### src/rtl/e_slot_alloc.sv
// Round-robin slot allocator around the circular left-most-'0' finder `e`.
// Optional free-protocol checking is built when E_SLOT_ALLOC_CHECK_EN is defined.

module e #(
   parameter int W = 32
) (
   input  logic [W-1:0]         x_i,
   input  logic [$clog2(W)-1:0] pos_i,
   output logic                 any_o,
   output logic [$clog2(W)-1:0] y_enc_o
);
   localparam int IW = $clog2(W);

   logic [IW-1:0] idx;

   // Walk from the far end of the search order back to pos-1 so the last
   // hit written is the first zero in the order pos-1, pos-2, ..., pos.
   always_comb begin
      any_o   = 1'b0;
      y_enc_o = '0;
      idx     = '0;
      for (int k = W; k >= 1; k--) begin
         idx = pos_i - IW'(k);
         if (!x_i[idx]) begin
            any_o   = 1'b1;
            y_enc_o = idx;
         end
      end
   end
endmodule

module e_slot_alloc #(
   parameter int W = 32
) (
   input  logic                 clk,
   input  logic                 rst,
   input  logic                 alloc_rdy_i,
   output logic                 alloc_vld_o,
   output logic [$clog2(W)-1:0] alloc_id_o,
   input  logic                 free_vld_i,
   input  logic [$clog2(W)-1:0] free_id_i,
   output logic [W-1:0]         busy_o,
   output logic                 full_o,
   output logic                 err_o
);
   localparam int IW = $clog2(W);

   logic [W-1:0]  busy_q,    busy_d;
   logic [IW-1:0] pos_q,     pos_d;
   logic          stg_vld_q, stg_vld_d;
   logic [IW-1:0] stg_id_q,  stg_id_d;
   logic          ld;
   logic          any;
   logic [IW-1:0] y_enc;

   e #(.W(W)) u_e (
      .x_i     (busy_q),
      .pos_i   (pos_q),
      .any_o   (any),
      .y_enc_o (y_enc)
   );

   // Handshake: the staged slot transfers on alloc_vld_o & alloc_rdy_i; the
   // stage reloads whenever it is empty or being taken this cycle.
   assign ld = !stg_vld_q | alloc_rdy_i;

   always_comb begin
      busy_d    = busy_q;
      pos_d     = pos_q;
      stg_vld_d = stg_vld_q;
      stg_id_d  = stg_id_q;
      if (free_vld_i) begin
         busy_d[free_id_i] = 1'b0;
      end
      // Applied after the clear so a same-index set wins.
      if (ld) begin
         if (any) begin
            stg_vld_d      = 1'b1;
            stg_id_d       = y_enc;
            busy_d[y_enc]  = 1'b1;
            pos_d          = y_enc;
         end else begin
            stg_vld_d = 1'b0;
         end
      end
   end

   always_ff @(posedge clk) begin
      if (rst) begin
         busy_q    <= '0;
         pos_q     <= '0;
         stg_vld_q <= 1'b0;
         stg_id_q  <= '0;
      end else begin
         busy_q    <= busy_d;
         pos_q     <= pos_d;
         stg_vld_q <= stg_vld_d;
         stg_id_q  <= stg_id_d;
      end
   end

`ifdef E_SLOT_ALLOC_CHECK_EN
   logic err_q, err_d;

   always_comb begin
      err_d = err_q;
      if (free_vld_i && (!busy_q[free_id_i] || (stg_vld_q && (free_id_i == stg_id_q)))) begin
         err_d = 1'b1;
      end
   end

   always_ff @(posedge clk) begin
      if (rst) begin
         err_q <= 1'b0;
      end else begin
         err_q <= err_d;
      end
   end

   assign err_o = err_q;
`else
   assign err_o = 1'b0;
`endif

   assign alloc_vld_o = stg_vld_q;
   assign alloc_id_o  = stg_id_q;
   assign busy_o      = busy_q;
   assign full_o      = &busy_q;
endmodule
### config.mk
export PLATFORM = sky130hd
export DESIGN_NAME = e_slot_alloc
export DESIGN_NICKNAME = d
export VERILOG_FILES = /design/src/rtl/e_slot_alloc.sv
export SDC_FILE = /design/constraint.sdc
export NUM_CORES = 1
export LEC_CHECK = 0
export CAP_MARGIN = 25
export CORE_ASPECT_RATIO = 1.25
export CORE_MARGIN = 2
export CORE_UTILIZATION = 40
export CTS_BUF_LIST = sky130_fd_sc_hd__clkbuf_4
export DETAILED_ROUTE_END_ITERATION = 6
export GPL_TIMING_DRIVEN = 0
export PLACE_DENSITY = 0.61
export SYNTH_ARGS = -nofsm -noshare
export SYNTH_HDL_FRONTEND = slang
export SYNTH_SLANG_ARGS = --single-unit
### constraint.sdc
create_clock -name clk -period 10.5 [get_ports clk]
set_clock_uncertainty 0.05 [all_clocks]
set_input_delay 3.15 -clock clk [delete_from_list [all_inputs] [get_ports clk]]
set_output_delay 3.15 -clock clk [all_outputs]
set_load 0.01 [all_outputs]
==> flow_metrics.py, run 1 <==
metrics = {
    "timing": {
        "period_share_pct": 73.7,
        "rsz0062_at_grt": "no",
        "fin_crit_ps": 7730,
        "fin_setup_tns_ps": 0,
        "setup-violations-final": 0,
        "final_hold_viol_count": 0,
        "holdWs_ps": 516,
        "worst_slew_pin_slew_ps": 1120,
        "slew_violations": 0,
        "max-slew-margin-rel_pct": 25.1,
        "fin_ws_ps": 2770,
        "fmax_ghz": 0.129,
    },
    "synth": {
        "synthDistinctLibCells": 90,
        "synth_top_flop_cell": "dfxtp_1",
        "synth.most_common_cell": "mux4_2",
        "postSynthAreaPerCell_um2": 8.55,
        "syn_area_um2": 9070,
        "synthArstFlopShare_pct": 0,
        "yosysSeqAreaShare_pct": 8.39,
        "ys_ff_latch": 38,
        "postSynthCellCount": 1060,
        "yosys_warnings": 0,
        "synth_area_leaders": "mux4_2, mux2i_1, dfxtp_1, nand2_1, mux2_2",
        "yosysTopAreaCellShare_pct": 23.3,
        "syn_nets": 1081,
        "synth_largest_area_cell": "mux4_2",
        "yosys-top-cells-count": "mux4_2, mux2i_1, nand2_1, nor2_1, clkbuf_1",
        "synth_edf_count": 0,
    },
    "die": {
        "die_x_um": 139,
        "pin_count": 49,
        "coreArea_um2": 22300,
        "die_area_um2": 23900,
        "start_util_pct": 40.7,
        "rows": 61,
        "die_h_um": 172,
    },
    "clocking": {
        "cts.htree.levels": 2,
        "cts_resized": 0,
        "clock-sinks": 38,
        "clock-root-buffer": "clkbuf_4",
        "post_cts_buffers": 0,
        "clockBufferDepth": 2,
        "insertion_delay_ps": 380,
        "cts_tree": "done",
        "numCtsBuffers": 5,
        "cts.reportedPaths.clkPinSlew_ps": 120,
        "holdBufCountCts": 0,
    },
    "placement": {
        "post-place-ws_ps": 3200,
        "io_buffers": 47,
        "gp_congestion": 1.05,
        "hpwlAfterDp_um": 33700,
    },
    "critical_path": {
        "worst_setup_path_end_kind": "flop",
        "worst_setup_path_start_kind": "flop",
        "critPathArrivalTime_ps": 7950,
        "crit_slowest_cell": "xnor2_1",
        "cpPeakStageDelay_ps": 890,
        "cp_data_required_time_ps": 10720,
        "path_cells": "clkbuf_1 > inv_1 > clkbuf_1 > buf_1 > ha_1 > xnor2_1 > mux4_2 > mux2_2 > mux2i_1 > nor2_1 > a2111oi_0 > nand3_1 > a2111oi_0 > nand3b_1 > nand4_1 > nand2b_1 > o21ai_0",
        "critPathMaxFanout": 15,
        "worst-setup-path-type": "flop to flop",
    },
    "power": {
        "p_seq_share_pct": 5.8,
        "cellLeakagePower_uw": 0.00328,
        "powerDensity_nw_per_um2": 389,
        "ir_drop_mv": 0.161,
        "p_clk_share_pct": 3.4,
        "swShare_pct": 61.5,
        "p_int_uw": 1500,
        "p_switching_uw": 2390,
        "finalPower_uw": 3900,
        "combPwrFrac_pct": 90.8,
    },
    "global_route": {
        "grt_pass1_wl_um": 63100,
        "antenna_found_initial": 0,
        "first_global_vias": 9602,
        "grt_max_degree": 16,
        "grtUsageTotal_pct": 35.2,
        "grt_overflow_total": 0,
    },
    "detailed_routing": {
        "wirelength_um": 43200,
        "route.detailed.drc": 0,
        "wl_per_cell_um": 30.8,
        "routed_via_density": 7.24,
        "first_pass_iters": 5,
        "ant_nets": 0,
        "first_iter_violations": 1172,
        "dr_total_vias": 10137,
    },
    "cells_and_area": {
        "area_growth_pct": 10.5,
        "final_layout_size_suffix_gt1_share_pct": 17.0,
        "num_antenna_cells": 0,
        "final_util_pct": 45.0,
        "nets": 1138,
    },
    "run": {
        "drv_cap": 0,
    },
    "status": {
        "status": "complete, no violations",
    },
    "min_path": {
        "min_path_type": "flop to flop",
    },
}
## per-layer routing
| layer | vias up | share of wire [%] | global-route usage (%) |
|---|---|---|---|
| met5 | - | 0 | 0 |
| met4 | 0 | 8.2 | 24.1 |
| met3 | 191 | 8.0 | 4.46 |
| met2 | 721 | 47 | 60.3 |
| met1 | 4943 | 37 | 41.5 |
| li1 | 4282 | - | - |
## per-stage QoR
stage / cell area, µm² / cells
2_1_floorplan: 9070 / 1060
4_1_cts: 10000 / 1400
3_3_place_gp: 9890 / 1390
5_1_grt: 10000 / 1401
6_report: 10000 / 1401
3_5_place_dp: 9900 / 1392
## flip-flops by register name, indices dropped and copies added (netlist names)
signal	flops
alloc_id_o	5
busy_o	32
alloc_vld_o	1
## critical path, delay by kind of cell (launching register included)
family	cells	cell delay, ps
mux	3	1290
simple gates	5	1240
buf+inv	4	1460
compound gates	3	1690
flops	1	520
xor+xnor	1	890
fa+ha+maj	1	470
## worst paths after layout
check                                   start     endpoint  slack, ps  cells past startpoint
worst max-delay path            alloc_id_o[2]   busy_o[29]       2770                     17
worst min-delay path              alloc_vld_o  alloc_vld_o        520                      2
worst min register to register    alloc_vld_o  alloc_vld_o        520                      2
worst max register to register  alloc_id_o[2]   busy_o[29]       2770                     17
## final cells by class
cell class                 count  area [µm²]
timing repair buffer          50         490
multi-input combinational    885        7650
inverter                      28         108
sequential                    38         761
fill                        2289       12300
tap                          283         354
buffer                       109         549
clock buffer                   5        37.5
clock inverter                 3        68.8
## placed cells by master, fill, tap and decap left out, drive strengths merged, types with 27 or more instances in the layout
master / count
nor2b: 28
clkbuf: 72
nand2: 86
mux2: 28
inv: 27
a21oi: 40
buf: 45
o21ai: 69
dfxtp: 38
clkdlybuf4s50: 47
mux4: 98
nor2: 70
mux2i: 88
## cell families (layout without fill, tap and decap cells)
logic type	Yosys count	count (layout)	synth area share, %
AND/OR/NAND/NOR	331	331	18.8
AO/OA/AOI/OAI	290	290	22.3
multiplexers	214	214	37.8
buffers and inverters	137	195	7.24
flip-flops	38	38	8.39
XOR/XNOR	37	37	3.82
adder cells (fa/ha/maj)	12	12	1.66
other	1	1	0.0414
## power groups by stage
stage | combinational, µW | clock [µW] | sequential (µW)
after global placement | 3390 | 0 | 229
after detailed placement | 3380 | 0 | 228
final | 3540 | 131 | 226
after global routing | 3650 | 138 | 231
after CTS | 3400 | 131 | 226
after floorplan | 2260 | 0 | 241
Power figures use the tool's default switching activity.
==> run 2, diff against run 1 <==
- clock period: 10.5 -> 7.7 ns (I/O delays scaled with it)
==> run 2 against run 1 <==
Fmax is 4.4% higher. Routed wire length barely moved. Largest power group unchanged. Sequential power rose by 36%. Cell count did not move. Sequential share of layout area hardly changed.
==> flow_metrics.py, run 2 (synthesized netlist as in run 1, its figures left out) <==
metrics = {
    "critical_path": {
        "worst_setup_path_end_kind": "flop",
        "cp_data_required_time_ps": 7920,
        "critPathArrivalTime_ps": 7630,
        "worst_setup_path_start_kind": "flop",
        "critPathMaxFanout": 10,
        "worst-setup-path-type": "flop to flop",
    },
    "clocking": {
        "clockBufferDepth": 2,
        "cts.reportedPaths.clkPinSlew_ps": 120,
        "cts.htree.levels": 2,
        "insertion_delay_ps": 370,
        "clock-root-buffer": "clkbuf_4",
        "cts_tree": "done",
        "numCtsBuffers": 5,
        "holdBufCountCts": 0,
        "clock-sinks": 38,
    },
    "global_route": {
        "grt_overflow_total": 0,
        "grt_pass1_wl_um": 63100,
        "first_global_vias": 9602,
        "antenna_found_initial": 0,
        "grtUsageTotal_pct": 35.2,
        "grt_max_degree": 16,
    },
    "cells_and_area": {
        "regArea_um2": 761,
        "final_common_cell": "mux4_2",
        "num-fill-cells": 2289,
        "final_util_pct": 45.0,
        "largest_register_ffs": 32,
        "nets": 1138,
        "final_layout_size_suffix_gt1_share_pct": 17.3,
        "area_growth_pct": 10.7,
        "finish.instance_area_um2": 10000,
        "num_antenna_cells": 0,
        "final_cells": 1401,
        "final_cell_mix": "mux4_2, mux2i_1, nand2_1",
        "multi_input_area_um2": 7660,
    },
    "timing": {
        "worst_slew_pin_slew_ps": 1110,
        "slew_violations": 0,
        "fmax_ghz": 0.135,
        "max-slew-margin-rel_pct": 25.5,
        "fin_setup_tns_ps": 0,
        "fin_crit_ps": 7410,
        "rsz0062_at_grt": "no",
        "setup-violations-final": 0,
        "period_share_pct": 96.2,
        "final_hold_viol_count": 0,
    },
    "detailed_routing": {
        "routed_via_density": 7.21,
        "ant_nets": 0,
        "first_iter_violations": 1145,
        "dr_total_vias": 10097,
        "route.detailed.drc": 0,
        "wl_per_cell_um": 30.8,
        "first_pass_iters": 5,
        "wirelength_um": 43200,
    },
    "die": {
        "die_h_um": 172,
        "rows": 61,
        "die_area_um2": 23900,
        "coreArea_um2": 22300,
        "die_x_um": 139,
        "pin_count": 49,
        "start_util_pct": 40.7,
    },
    "placement": {
        "io_buffers": 47,
        "postPlaceCellArea_um2": 9900,
        "gp_congestion": 1.05,
        "hpwlAfterDp_um": 33700,
        "place_inst": 1392,
    },
    "power": {
        "cellLeakagePower_uw": 0.00329,
        "ir_drop_mv": 0.223,
        "powerDensity_nw_per_um2": 530,
    },
    "status": {
        "status": "complete, no violations",
    },
    "min_path": {
        "min_path_type": "flop to flop",
    },
    "run": {
        "drv_cap": 0,
    },
}
run 2: cell count changes in the layout (fill, tap and decap cells not counted), sizes merged:
cell    before  now
clkbuf      72   73
buf         45   44
run 2: layout make-up:
class | instances | area share [%]
Buffer | 109 | 5.49
Clock buffer | 5 | 0.374
Clock inverter | 3 | 0.686
Inverter | 28 | 1.07
Multi-Input combinational cell | 885 | 76.4
Sequential cell | 38 | 7.58
Tap cell | 283 | 3.53
Timing Repair Buffer | 50 | 4.89
run 2: routing by layer:
metal / global-route usage, % / vias up / share of wire, %
li1: - / 4275 / -
met1: 41.5 / 4922 / 36
met2: 60.3 / 702 / 47
met3: 4.46 / 198 / 8.2
met4: 24.1 / 0 / 8.3
met5: 0 / - / 0
run 2: worst max-delay path, stage by stage (launching register included):
cell,delay (ps)
dfxtp_1,410
buf_4,220
buf_6,160
buf_6,160
buf_6,160
buf_4,200
inv_1,410
ha_1,230
buf_2,320
clkinv_1,540
a21oi_1,510
xor2_2,450
mux4_2,690
a2111oi_0,560
nand3_1,240
a2111oi_0,780
nand3b_1,370
nand4_1,210
nand2b_1,320
o21ai_0,290
run 2: worst paths after layout:
| check | endpoint | startpoint | slack, ps | depth (start not counted) |
|---|---|---|---|---|
| worst min register to register | alloc_vld_o | alloc_vld_o | 520 | 2 |
| worst max register to register | busy_o[29] | alloc_id_o[1] | 290 | 19 |
| worst min-delay path | alloc_vld_o | alloc_vld_o | 520 | 2 |
| worst max-delay path | busy_o[29] | alloc_id_o[1] | 290 | 19 |
run 2: repair_timing:
action,CTS,global route
setup buffers,0,0
setup endpoints to repair,0,6
gates resized for setup,0,4
run 2: per-stage QoR:
step | setup slack (ps) | hold slack, ps | total power (µW)
6_report | 292 | 515 | 5320
5_1_grt | 74.6 | 568 | 5490
4_1_cts | 300 | 520 | 5120
3_5_place_dp | 401 | 503 | 4930
3_3_place_gp | 322 | 498 | 4930
2_1_floorplan | 2320 | 495 | 3410
run 2: report_power, final:
group / total (µW) / internal (µW) / switching (µW)
sequential: 308 / 260 / 48.2
combinational: 4830 / 1690 / 3140
clock: 178 / 102 / 76.4
total: 5320 / 2050 / 3270
